File: src/rtl/mem_rr_arbiter.sv
// Memory arbiter: serves one read or write from NUM_CLIENTS requesters at a time on a single
// memory port, using round-robin or fixed-priority selection, with upstream or fixed-latency completion.
module mem_rr_arbiter #(
  parameter int NUM_CLIENTS           = 8,
  parameter int ADDR_SIZE             = 32,
  parameter int WRITE_DATA_SIZE       = 32,
  parameter int READ_DATA_SIZE        = 512,
  parameter bit HAVE_UPSTREAM_ARBITER = 1'b1,
  parameter int READ_LATENCY          = 1,
  parameter bit PRIORITY_MODE         = 1'b0
) (
  input  logic                                   clk,
  input  logic                                   rst,
  input  logic [NUM_CLIENTS-1:0]                 client_read_en,
  input  logic [NUM_CLIENTS*ADDR_SIZE-1:0]       client_read_addr,
  input  logic [NUM_CLIENTS-1:0]                 client_write_en,
  input  logic [NUM_CLIENTS*ADDR_SIZE-1:0]       client_write_addr,
  input  logic [NUM_CLIENTS*WRITE_DATA_SIZE-1:0] client_write_data,
  input  logic [READ_DATA_SIZE-1:0]              mem_read_data,
  input  logic                                   upstream_write_done,
  input  logic                                   upstream_read_valid,
  output logic [READ_DATA_SIZE-1:0]              client_read_data,
  output logic [NUM_CLIENTS-1:0]                 client_read_valid,
  output logic [NUM_CLIENTS-1:0]                 client_write_done,
  output logic                                   mem_read_en,
  output logic                                   mem_write_en,
  output logic [ADDR_SIZE-1:0]                   mem_read_addr,
  output logic [ADDR_SIZE-1:0]                   mem_write_addr,
  output logic [WRITE_DATA_SIZE-1:0]             mem_write_data,
  output logic                                   busy,
  output logic                                   protocol_err
);

  localparam int CW = $clog2(NUM_CLIENTS);

  typedef enum logic [1:0] {IDLE, RD_WAIT, WR_WAIT, RESP} state_t;

  state_t                     state;
  logic [CW-1:0]              grant;
  logic [CW-1:0]              last_grant;
  logic [CW-1:0]              pick;
  logic [CW-1:0]              cand;
  logic [2:0]                 lat_cnt;
  logic [NUM_CLIENTS-1:0]     req;
  logic [NUM_CLIENTS-1:0]     grant_oh;
  logic                       up_any;
  int                         rr_idx;

  logic [ADDR_SIZE-1:0]       rd_addr [NUM_CLIENTS];
  logic [ADDR_SIZE-1:0]       wr_addr [NUM_CLIENTS];
  logic [WRITE_DATA_SIZE-1:0] wr_data [NUM_CLIENTS];

  for (genvar i = 0; i < NUM_CLIENTS; i++) begin : g_unpack
    assign rd_addr[i] = client_read_addr[i*ADDR_SIZE +: ADDR_SIZE];
    assign wr_addr[i] = client_write_addr[i*ADDR_SIZE +: ADDR_SIZE];
    assign wr_data[i] = client_write_data[i*WRITE_DATA_SIZE +: WRITE_DATA_SIZE];
  end

  assign req      = client_read_en | client_write_en;
  assign grant_oh = NUM_CLIENTS'(1) << grant;
  assign up_any   = upstream_read_valid | upstream_write_done;
  assign busy     = (state != IDLE);

  // Scan candidates from lowest to highest priority so the last hit is the winner.
  always_comb begin
    pick   = '0;
    cand   = '0;
    rr_idx = 0;
    for (int k = NUM_CLIENTS; k >= 1; k--) begin
      if (PRIORITY_MODE) rr_idx = k - 1;
      else               rr_idx = (int'(last_grant) + k) % NUM_CLIENTS;
      cand = CW'(rr_idx);
      if (req[cand]) pick = cand;
    end
  end

  always_ff @(posedge clk) begin
    if (rst) begin
      state             <= IDLE;
      grant             <= '0;
      last_grant        <= CW'(NUM_CLIENTS - 1);
      lat_cnt           <= '0;
      client_read_data  <= '0;
      client_read_valid <= '0;
      client_write_done <= '0;
      mem_read_en       <= 1'b0;
      mem_write_en      <= 1'b0;
      mem_read_addr     <= '0;
      mem_write_addr    <= '0;
      mem_write_data    <= '0;
      protocol_err      <= 1'b0;
    end else begin
      client_read_valid <= '0;
      client_write_done <= '0;
      protocol_err      <= 1'b0;
      case (state)
        IDLE: begin
          protocol_err <= up_any;
          if (|req) begin
            grant <= pick;
            // A client holding both requests gets its write first; the read waits for a later grant.
            if (client_write_en[pick]) begin
              mem_write_en   <= 1'b1;
              mem_write_addr <= wr_addr[pick];
              mem_write_data <= wr_data[pick];
              state          <= WR_WAIT;
            end else begin
              mem_read_en   <= 1'b1;
              mem_read_addr <= rd_addr[pick];
              lat_cnt       <= 3'(READ_LATENCY);
              state         <= RD_WAIT;
            end
          end
        end
        WR_WAIT: begin
          if (HAVE_UPSTREAM_ARBITER) begin
            protocol_err <= upstream_read_valid;
            if (upstream_write_done) begin
              mem_write_en      <= 1'b0;
              client_write_done <= grant_oh;
              state             <= RESP;
            end
          end else begin
            protocol_err      <= up_any;
            mem_write_en      <= 1'b0;
            client_write_done <= grant_oh;
            state             <= RESP;
          end
        end
        RD_WAIT: begin
          if (HAVE_UPSTREAM_ARBITER) begin
            protocol_err <= upstream_write_done;
            if (upstream_read_valid) begin
              mem_read_en       <= 1'b0;
              client_read_data  <= mem_read_data;
              client_read_valid <= grant_oh;
              state             <= RESP;
            end
          end else begin
            // Local memory: enable is a single-cycle strobe, data is taken when the count reaches zero.
            protocol_err <= up_any;
            mem_read_en  <= 1'b0;
            if (lat_cnt == 3'd0) begin
              client_read_data  <= mem_read_data;
              client_read_valid <= grant_oh;
              state             <= RESP;
            end else begin
              lat_cnt <= lat_cnt - 3'd1;
            end
          end
        end
        RESP: begin
          protocol_err <= up_any;
          last_grant   <= grant;
          state        <= IDLE;
        end
        default: state <= IDLE;
      endcase
    end
  end

endmodule

File: config.mk
export PLATFORM = sky130hd
export DESIGN_NAME = mem_rr_arbiter
export DESIGN_NICKNAME = d
export VERILOG_FILES = /design/src/rtl/mem_rr_arbiter.sv
export SDC_FILE = /design/constraint.sdc
export NUM_CORES = 1
export LEC_CHECK = 0
export CAP_MARGIN = 20
export CORE_AREA = 5 5 748 750
export DETAILED_ROUTE_END_ITERATION = 7
export DIE_AREA = 0 0 753 755
export HOLD_SLACK_MARGIN = 0.1
export PLACE_DENSITY = 0.3
export RECOVER_POWER = 100
export SKIP_LAST_GASP = 1
export SYNTH_ARGS = -nofsm -noshare
export SYNTH_HDL_FRONTEND = slang
export SYNTH_SLANG_ARGS = --single-unit
export TNS_END_PERCENT = 50
File: constraint.sdc
create_clock -name clk -period 3.85 [get_ports clk]
set_input_delay 0.77 -clock clk [delete_from_list [all_inputs] [get_ports clk]]
set_output_delay 0.77 -clock clk [all_outputs]
set_load 0.1 [all_outputs]
==> run metrics, run 1 <==
status complete, no violations; cell area after synthesis 0.0290 mm2; First DRT Iteration DRCs 2482; Fin Setup TNS 0 ns; CTS Hold Bufs 0; Area Growth Syn to Fin 116%; GRT Residual Overflow 0; worst path required time 4.59 ns; min-delay worst type primary input to flip-flop; vias per cell 2.88; post-DP HPWL 367 mm; Port Buffers 1927; Final period util 99.2%; top-count cell post-synth nand2_1; hold endpoint mem_read_addr[15]; total of max-cap violations 0; Core Footprint 0.552 mm2; RSZ-0062 raised after global routing yes; Worst Setup End Kind flip-flop; CTS tree built; reg2reg path depth 14; post-synthesis net count 5296; Worst path max stage delay 0.52 ns; clock sinks 635; fraction of registers with async set/reset 0%; Seq/Total Area, Yosys 43.8%; Hold Path Depth 2; initial antenna violation count 410; Reg2Reg Setup Slack 0.06 ns; die height 755 um; Worst VDD drop 0.300 mV; Worst Max-Slew Pin Slew 1.14 ns; leading post-synthesis cells by cell area dfxtp_1, nand2_1, a21oi_1; clock-pin slew on the worst setup and hold paths 0.07 ns; Avg WL per Cell 30.8 um; # rows 273; clock buffer depth 4; syn avg cell area 7.28 um2; delay-heaviest family, CP buffers and inverters; Fill cells 64100; Synth area leader dfxtp_1; CP arrival 4.55 ns; CP Class primary input to flip-flop; PwrDens 652 mW/mm2; first-pass GRT wire length 502 mm; Post-synth EDFFs 0; Crit path buffers/inverters 5; Top cell by count, worst path buf_12; fmax 262 MHz; H-tree depth 3; layout cell share with drive strength beyond 1 15.7%; synthesized instance count 3990; CP Cell Sequence clkdlybuf4s50_1, nor2_1, buf_4, o21a_1, mux4_2, a221o_1, o21a_4, or3_4, and2_4, buf_12, buf_12, buf_16, nand3_1, nand4_1, o2bb2ai_2; Synth cell types 70; Crit-path slowest cell clkdlybuf4s50_1; Placed Instances 13100; total CTS buffers 100; Synth warnings 0; share of the synthesized area in the top cell type 43.8%; routability cong. 0.906; final hold slack 0.398 ns; DRC Markers 0; global-route usage over all layers 13.9%; Final Max Tran Viols 0; Worst Path Max Fanout 10; Worst-Skew Late Latency 0.87 ns; Main synth FF type dfxtp_1; Initial Utilization 5.27%; io pins 1928; pin count of the biggest net entering global routing 100; Setup crit start kind primary input; die width 753 um; clock root buffer master clkbuf_16; post-route minimum period 3.82 ns; flops & latches, synth 635; FF-to-FF Start last_grant[0]; final hold viol count 0; worst clock skew 0.0885 ns; CP Launch Point client_write_en[6]; Reg-to-Reg End mem_write_addr[11]; P_leak 21.4 nW; fin nets 7311; final setup fails 0; Initial DRT Pass Iterations 7; Max-slew headroom 24.0%; WL final 415 mm; non-filler instance count after layout 13500; min-delay src rst; total number of vias 38900; via count of the first global-routing pass 39000; post-route ant nets 0; die area 0.569 mm2; Commonest cells post-synth nand2_1, dfxtp_1, a21oi_1, nand3_1, clkbuf_1
-- stage by stage --
stage	setup slack (ns)	cell area (um2)	util, %	power (W)
after floorplan	0.0501	29000	-	0.0203
after detailed placement	-1.14	57900	10.5	0.0305
after global routing	-0.0431	62400	11.3	0.0431
final	0.0326	62700	11.4	0.0409
after global placement	-1.15	57900	10.5	0.0306
after CTS	-0.0146	61700	11.2	0.0412
-- placed cells by master (no fill, tap or decap), types with 7 or more instances in the layout --
cell / instances
a211o_1: 35
a211oi_1: 32
a21oi_1: 526
a311oi_1: 28
and2_1: 32
buf_12: 67
buf_16: 11
buf_2: 54
buf_4: 539
buf_6: 15
bufinv_16: 11
clkbuf_1: 14
clkbuf_16: 112
clkbuf_8: 18
clkdlybuf4s50_1: 1535
clkinv_2: 17
dfxtp_1: 634
diode_2: 127
inv_1: 9
mux2i_1: 103
mux4_2: 13
nand2_1: 1615
nand3_1: 289
nand4_1: 67
nor2_1: 62
nor3_1: 7
o211ai_1: 10
o21ai_0: 9
o2bb2ai_1: 63
-- cells by family after synthesis --
family | share of synthesized area, %
AO/OA/AOI/OAI | 16.0
buffers and inverters | 5.12
AND/OR/NAND/NOR | 30.0
XOR/XNOR | 0.0905
multiplexers | 4.79
adder cells (fa/ha/maj) | 0.258
flip-flops | 43.8
-- power by group --
group | internal, W | switching (W)
clock | 0.00584 | 0.00402
combinational | 0.00706 | 0.0159
sequential | 0.00743 | 0.000666
total | 0.0203 | 0.0206
-- flip-flops by register name (all words and copies together) (netlist names) --
| signal | cells |
|---|---|
| client_read_data | 512 |
| mem_read_addr | 32 |
| mem_write_addr | 32 |
| mem_write_data | 32 |
| client_read_valid | 8 |
| client_write_done | 8 |
| grant | 3 |
| last_grant | 3 |
| state | 2 |
| mem_read_en | 1 |
| mem_write_en | 1 |
| protocol_err | 1 |
-- metal layers --
metal  track usage [%]  vias to the layer above  wire length [um]
li1                  -                    17700                 -
met1              15.3                    18100            161000
met2              20.7                     2084            172000
met3              10.9                      764             68500
met4              3.42                      308             12100
met5                 0                        -              1950
-- worst max path at each step --
stage | end | slack [ns] | cells past startpoint
finish | mem_write_addr[11] | 0.03 | 15
global route | mem_write_addr[10] | -0.04 | 15
CTS | mem_write_addr[23] | -0.01 | 15
detailed placement | mem_write_data[8] | -1.14 | 14
global placement | mem_write_data[8] | -1.15 | 14
floorplan | mem_write_addr[0] | 0.05 | 15
-- repair_timing --
action / CTS / global route
buffers inserted: 11 / 16
endpoints found under the setup margin: 96 / 94
pin swaps: 9 / 23
resized for setup: 37 / 57
cloned: 4 / 13
-- final cells by class --
cell class,instances,area (um2),area share (%)
Antenna cell,127,318,0.507
Clock buffer,132,2800,4.47
Clock inverter,43,574,0.916
Inverter,12,45.0,0.0718
Multi-Input combinational cell,3012,15200,24.2
Sequential cell,635,12700,20.3
Tap cell,7287,9120,14.5
Timing Repair Buffer,2244,21900,35.0
No activity file was read; power rests on OpenSTA's default activity.
==> run 2, diff against run 1 <==
--- a/config.mk
+++ b/config.mk
@@ -11,7 +11,7 @@
 export DIE_AREA = 0 0 753 755
 export HOLD_SLACK_MARGIN = 0.1
 export PLACE_DENSITY = 0.3
-export RECOVER_POWER = 100
+export RECOVER_POWER = 25
 export SKIP_LAST_GASP = 1
 export SYNTH_ARGS = -nofsm -noshare
 export SYNTH_HDL_FRONTEND = slang
==> run 2 against run 1 <==
Against the previous run:
- cell area is the same
- core utilization is the same
- via count is the same
==> run metrics, run 2 (synthesis gave the netlist of run 1 again) <==
Crit path buffers/inverters 5; Setup crit start kind primary input; final total power 0.0409 W; largest reg by FF count client_read_data; # rows 273; clock buffer depth 4; Psw 0.0206 W; Avg WL per Cell 30.8 um; worst path required time 4.59 ns; clock-pin slew on the worst setup and hold paths 0.07 ns; pin count of the biggest net entering global routing 100; die height 755 um; PwrDens 652 mW/mm2; total of max-cap violations 0; RSZ-0062 raised after global routing yes; P_leak 21.4 nW; CP Class primary input to flip-flop; global-route usage over all layers 13.9%; CTS tree built; routability cong. 0.906; Worst Path Max Fanout 10; clock root buffer master clkbuf_16; Worst Max-Slew Pin Slew 1.14 ns; Port Buffers 1927; Worst VDD drop 0.300 mV; CP arrival 4.55 ns; Initial DRT Pass Iterations 7; fin nets 7311; First DRT Iteration DRCs 2482; post-route ant nets 0; fmax 262 MHz; Net Sw Frac 50.3%; fin worst setup slack 0.0326 ns; Final period util 99.2%; final setup fails 0; final hold slack 0.398 ns; total CTS buffers 100; via count of the first global-routing pass 39000; delay-heaviest family, CP buffers and inverters; CP Cell Sequence clkdlybuf4s50_1, nor2_1, buf_4, o21a_1, mux4_2, a221o_1, o21a_4, or3_4, and2_4, buf_12, buf_12, buf_16, nand3_1, nand4_1, o2bb2ai_2; first-pass GRT wire length 502 mm; commonest non-fill, non-tap cells in the layout nand2_1, clkdlybuf4s50_1, dfxtp_1; status complete, no violations; WL final 415 mm; worst slack, placed -1.14 ns; GRT Residual Overflow 0; total number of vias 38900; commonest non-fill, non-tap cell in the layout nand2_1; number of flip-flops under the largest register name 512; Top cell by count, worst path buf_12; Final Max Tran Viols 0; DRC Markers 0; Logic pwr share 56.1%; initial antenna violation count 410; Worst Setup End Kind flip-flop; post-DP HPWL 367 mm; Core Footprint 0.552 mm2; min-delay worst type primary input to flip-flop; Worst-Skew Late Latency 0.87 ns; Pint 0.0203 W; Crit-path slowest cell clkdlybuf4s50_1; Worst path max stage delay 0.52 ns; clock share of power 24.1%; Max-slew headroom 24.0%; die area 0.569 mm2; layout cell share with drive strength beyond 1 15.7%; post-route minimum period 3.82 ns; H-tree depth 3; Reg2Reg Setup Slack 0.06 ns; io pins 1928; worst clock skew 0.0885 ns; vias per cell 2.88; Initial Utilization 5.27%; Flop pwr share 19.8%; final hold viol count 0; die width 753 um; clock sinks 635; Area Growth Syn to Fin 116%
run 2: through the flow:
step           TNS (ns)  utilization (%)  instance area, um2  std cells
3_3_place_gp     -91.90             10.5               57900      13100
5_1_grt          -0.903             11.3               62400      13400
3_5_place_dp     -90.37             10.5               57900      13100
2_1_floorplan         0                -               29000       3990
4_1_cts         -0.0480             11.2               61700      13300
6_report              0             11.4               62700      13500
run 2: power by group through the flow:
stage	registers [W]	clock network, W	logic [W]
floorplan	0.0137	0	0.00667
global placement	0.00824	0	0.0223
detailed placement	0.00824	0	0.0222
CTS	0.00811	0.0103	0.0228
global route	0.00820	0.0105	0.0243
finish	0.00810	0.00986	0.0230
run 2: layout make-up:
cell class                 count  area, um2
tap                         7287       9120
clock buffer                 132       2800
timing repair buffer        2244      21900
sequential                   635      12700
antenna                      127        318
fill                       64100     489000
multi-input combinational   3012      15200
clock inverter                43        574
inverter                      12       45.0
run 2: path summary, 6_finish.rpt:
path	from	endpoint	cells past startpoint
min	rst	mem_read_addr[15]	2
max	client_write_en[6]	mem_write_addr[11]	15
max reg2reg	last_grant[0]	mem_write_addr[11]	14
min reg2reg	client_read_data[429]	client_read_data[429]	2
run 2: per-layer routing:
| layer | global-route usage, % | part of all wire (%) | up-vias |
|---|---|---|---|
| met3 | 10.9 | 16 | 764 |
| met5 | 0 | 0.47 | - |
| met1 | 15.3 | 39 | 18100 |
| met4 | 3.42 | 2.9 | 308 |
| li1 | - | - | 17700 |
| met2 | 20.7 | 41 | 2084 |
run 2: what timing repair did:
action | in CTS | in global routing
gates resized for setup | 37 | 57
gates cloned | 4 | 13
setup buffers | 11 | 16
setup endpoints to repair | 96 | 94
hold buffers | 0 | 0
pin swaps | 9 | 23
run 2: worst register-to-register path, delay by kind of cell (launching register included):
| family | cells | cell delay [ns] |
|---|---|---|
| AO/OA/AOI/OAI | 4 | 1.06 |
| buffers and inverters | 4 | 0.66 |
| flip-flops | 1 | 0.40 |
| multiplexers | 1 | 0.47 |
| AND/OR/NAND/NOR | 5 | 1.12 |
==> run 3, diff against run 2 <==
--- a/config.mk
+++ b/config.mk
@@ -9,10 +9,12 @@
 export CORE_AREA = 5 5 748 750
 export DETAILED_ROUTE_END_ITERATION = 7
 export DIE_AREA = 0 0 753 755
+export GPL_TIMING_DRIVEN = 0
 export HOLD_SLACK_MARGIN = 0.1
 export PLACE_DENSITY = 0.3
 export RECOVER_POWER = 25
 export SKIP_LAST_GASP = 1
+export SLEW_MARGIN = 30
 export SYNTH_ARGS = -nofsm -noshare
 export SYNTH_HDL_FRONTEND = slang
 export SYNTH_SLANG_ARGS = --single-unit
==> constraint.sdc (replaced) <==
create_clock -name clk -period 3.85 [get_ports clk]
set_input_delay 0.77 -clock clk [delete_from_list [all_inputs] [get_ports clk]]
set_output_delay 0.77 -clock clk [all_outputs]
set_load 0.01 [all_outputs]
==> run 3 against run 2 <==
Against the previous run:
- largest cell class unchanged
- critical endpoint is now mem_write_addr[24]
- fmax down 16%
- sequential cell count unchanged
- core utilization up 0.67 points
- the run now ends with capacitance limit, slew limit, setup timing left
- die area unchanged
- clock skew is 0.033 ns lower
- highest routed layer unchanged
==> run metrics, run 3 (synthesis gave the netlist of run 1 again) <==
die width 753 um; Crit path buffers/inverters 2; Final period util 118%; min-delay src client_read_data[49]; Flop pwr share 18.9%; Core Footprint 0.552 mm2; io pins 1928; post-route minimum period 4.53 ns; number of flip-flops under the largest register name 512; post-DP HPWL 415 mm; routability cong. 0.915; clock-pin slew on the worst setup and hold paths 0.06 ns; Reg-to-Reg End mem_write_addr[24]; Initial DRT Pass Iterations 5; global-route usage over all layers 15.5%; Pint 0.0229 W; Worst-Skew Late Latency 0.85 ns; GRT Residual Overflow 0; Top Metal Used met5; delay-heaviest family, CP simple AND/OR/NAND/NOR gates; reg2reg path depth 14; Worst path max stage delay 0.78 ns; via count of the first global-routing pass 40400; clock buffer depth 4; Worst Path Max Fanout 5; DRC Markers 0; CP arrival 5.23 ns; Worst Max-Slew Pin Slew 1.88 ns; status finished with violations; Final Max Tran Viols 3; fmax 221 MHz; Fin Setup TNS -35.70 ns; Post-Route M1 WL 198 mm; initial antenna violation count 385; Placed Instances 13200; CP Class primary input to flip-flop; final total power 0.0423 W; CTS Hold Bufs 0; Reg2Reg Setup Slack -0.58 ns; PwrDens 637 mW/mm2; layout cell share with drive strength beyond 1 11.4%; vias per cell 2.97; Hold Path Depth 2; met3 routed WL 62.5 mm; fin area 0.0664 mm2; routed length on met2 188 mm; pin count of the biggest net entering global routing 16; non-filler instance count after layout 13700; Setup crit start kind primary input; commonest non-fill, non-tap cells in the layout clkdlybuf4s50_1, nand2_1, dfxtp_1; Crit-path slowest cell nand4_1; largest reg by FF count client_read_data; min-delay worst type flip-flop to flip-flop; CP Cell Sequence clkdlybuf4s50_1, nor2_1, a21oi_2, mux4_2, a221o_1, o21a_4, or3_4, and2_4, buf_8, nand3_4, nand4_1, o2bb2ai_1; Worst Setup End Kind flip-flop; Avg WL per Cell 33.7 um; CTS tree built; first-pass GRT wire length 552 mm; commonest non-fill, non-tap cell in the layout clkdlybuf4s50_1; First DRT Iteration DRCs 2689; post-route ant nets 0; clock sinks 635; Psw 0.0194 W; fin worst setup slack -0.679 ns; total CTS buffers 98; # rows 273; Logic pwr share 56.9%; H-tree depth 3; clock root buffer master clkbuf_16; worst clock skew 0.0552 ns; Initial Utilization 5.27%; fin nets 7512; total number of vias 40800; total of max-cap violations 3; final setup fails 99; clock share of power 24.2%; WL final 462 mm; failing checks capacitance limit, slew limit, setup timing; P_leak 22.3 nW; Max-slew headroom -24.5%; die height 755 um; hold endpoint client_read_data[49]; Net Sw Frac 45.9%; final hold viol count 0; RSZ-0062 raised after global routing yes; worst path required time 4.55 ns; Area after DPL 0.0584 mm2; Area Growth Syn to Fin 129%; FF-to-FF Start last_grant[0]; Worst VDD drop 0.311 mV; die area 0.569 mm2; Port Buffers 1926
run 3: changes by cell type in the layout (fill, tap and decap cells not counted), sizes merged, moves of 2 or more:
cell           change
buf              -419
diode              +4
bufbuf             -2
dlygate4sd3      +235
clkinvlp           +4
clkdlybuf4s50    +145
bufinv             +4
inv                -2
clkbuf           +237
run 3: what timing repair did:
action | 4_1_cts | 5_1_grt
cloned | 8 | 5
endpoints found under the setup margin | 104 | 100
gates resized for setup | 427 | 211
buffers inserted | 118 | 31
pin swaps | 84 | 62
run 3: worst max path at each step:
stage | from | to | slack, ns | depth (start not counted)
2_1_floorplan | last_grant[1] | mem_write_addr[0] | 0.05 | 15
3_3_place_gp | client_write_en[6] | mem_write_data[9] | -5.38 | 13
3_5_place_dp | last_grant[1] | mem_write_addr[24] | -3.58 | 17
4_1_cts | last_grant[0] | mem_write_addr[24] | -0.65 | 15
5_1_grt | last_grant[0] | mem_write_addr[24] | -0.62 | 19
6_report | client_write_en[2] | mem_write_addr[24] | -0.68 | 12
run 3: through the flow:
stage	worst slack, ns	hold WS [ns]	utilization [%]
2_1_floorplan	0.0501	0.445	-
3_3_place_gp	-5.38	0.443	10.4
3_5_place_dp	-3.58	0.446	10.6
4_1_cts	-0.649	0.333	11.8
5_1_grt	-0.618	0.414	12.0
6_report	-0.679	0.450	12.0
run 3: final cells by class:
cell class	instances	area [um2]
antenna	131	328
buffer	326	2800
clock buffer	128	2840
clock inverter	49	718
fill	63900	485000
inverter	12	68.8
multi-input combinational	3012	15900
sequential	635	12700
tap	7287	9120
timing repair buffer	2121	21900
run 3: power by group through the flow:
stage          combinational, W  clock [W]  sequential (W)
3_5_place_dp             0.0203          0         0.00813
6_report                 0.0241     0.0102         0.00799
4_1_cts                  0.0235     0.0107         0.00801
3_3_place_gp             0.0196          0         0.00812
2_1_floorplan           0.00660          0         0.00833
5_1_grt                  0.0256     0.0108         0.00808
run 3: worst min-delay path, cell delays in order (launching register included):
cell,delay (ns)
dfxtp_1,0.30
nand2_1,0.05
a21oi_1,0.05
run 3: layer usage:
| metal | vias to the layer above | track usage (%) |
|---|---|---|
| met3 | 750 | 9.26 |
| met2 | 2238 | 23.0 |
| met4 | 260 | 2.83 |
| li1 | 18100 | - |
| met1 | 19400 | 19.3 |
| met5 | - | 0 |
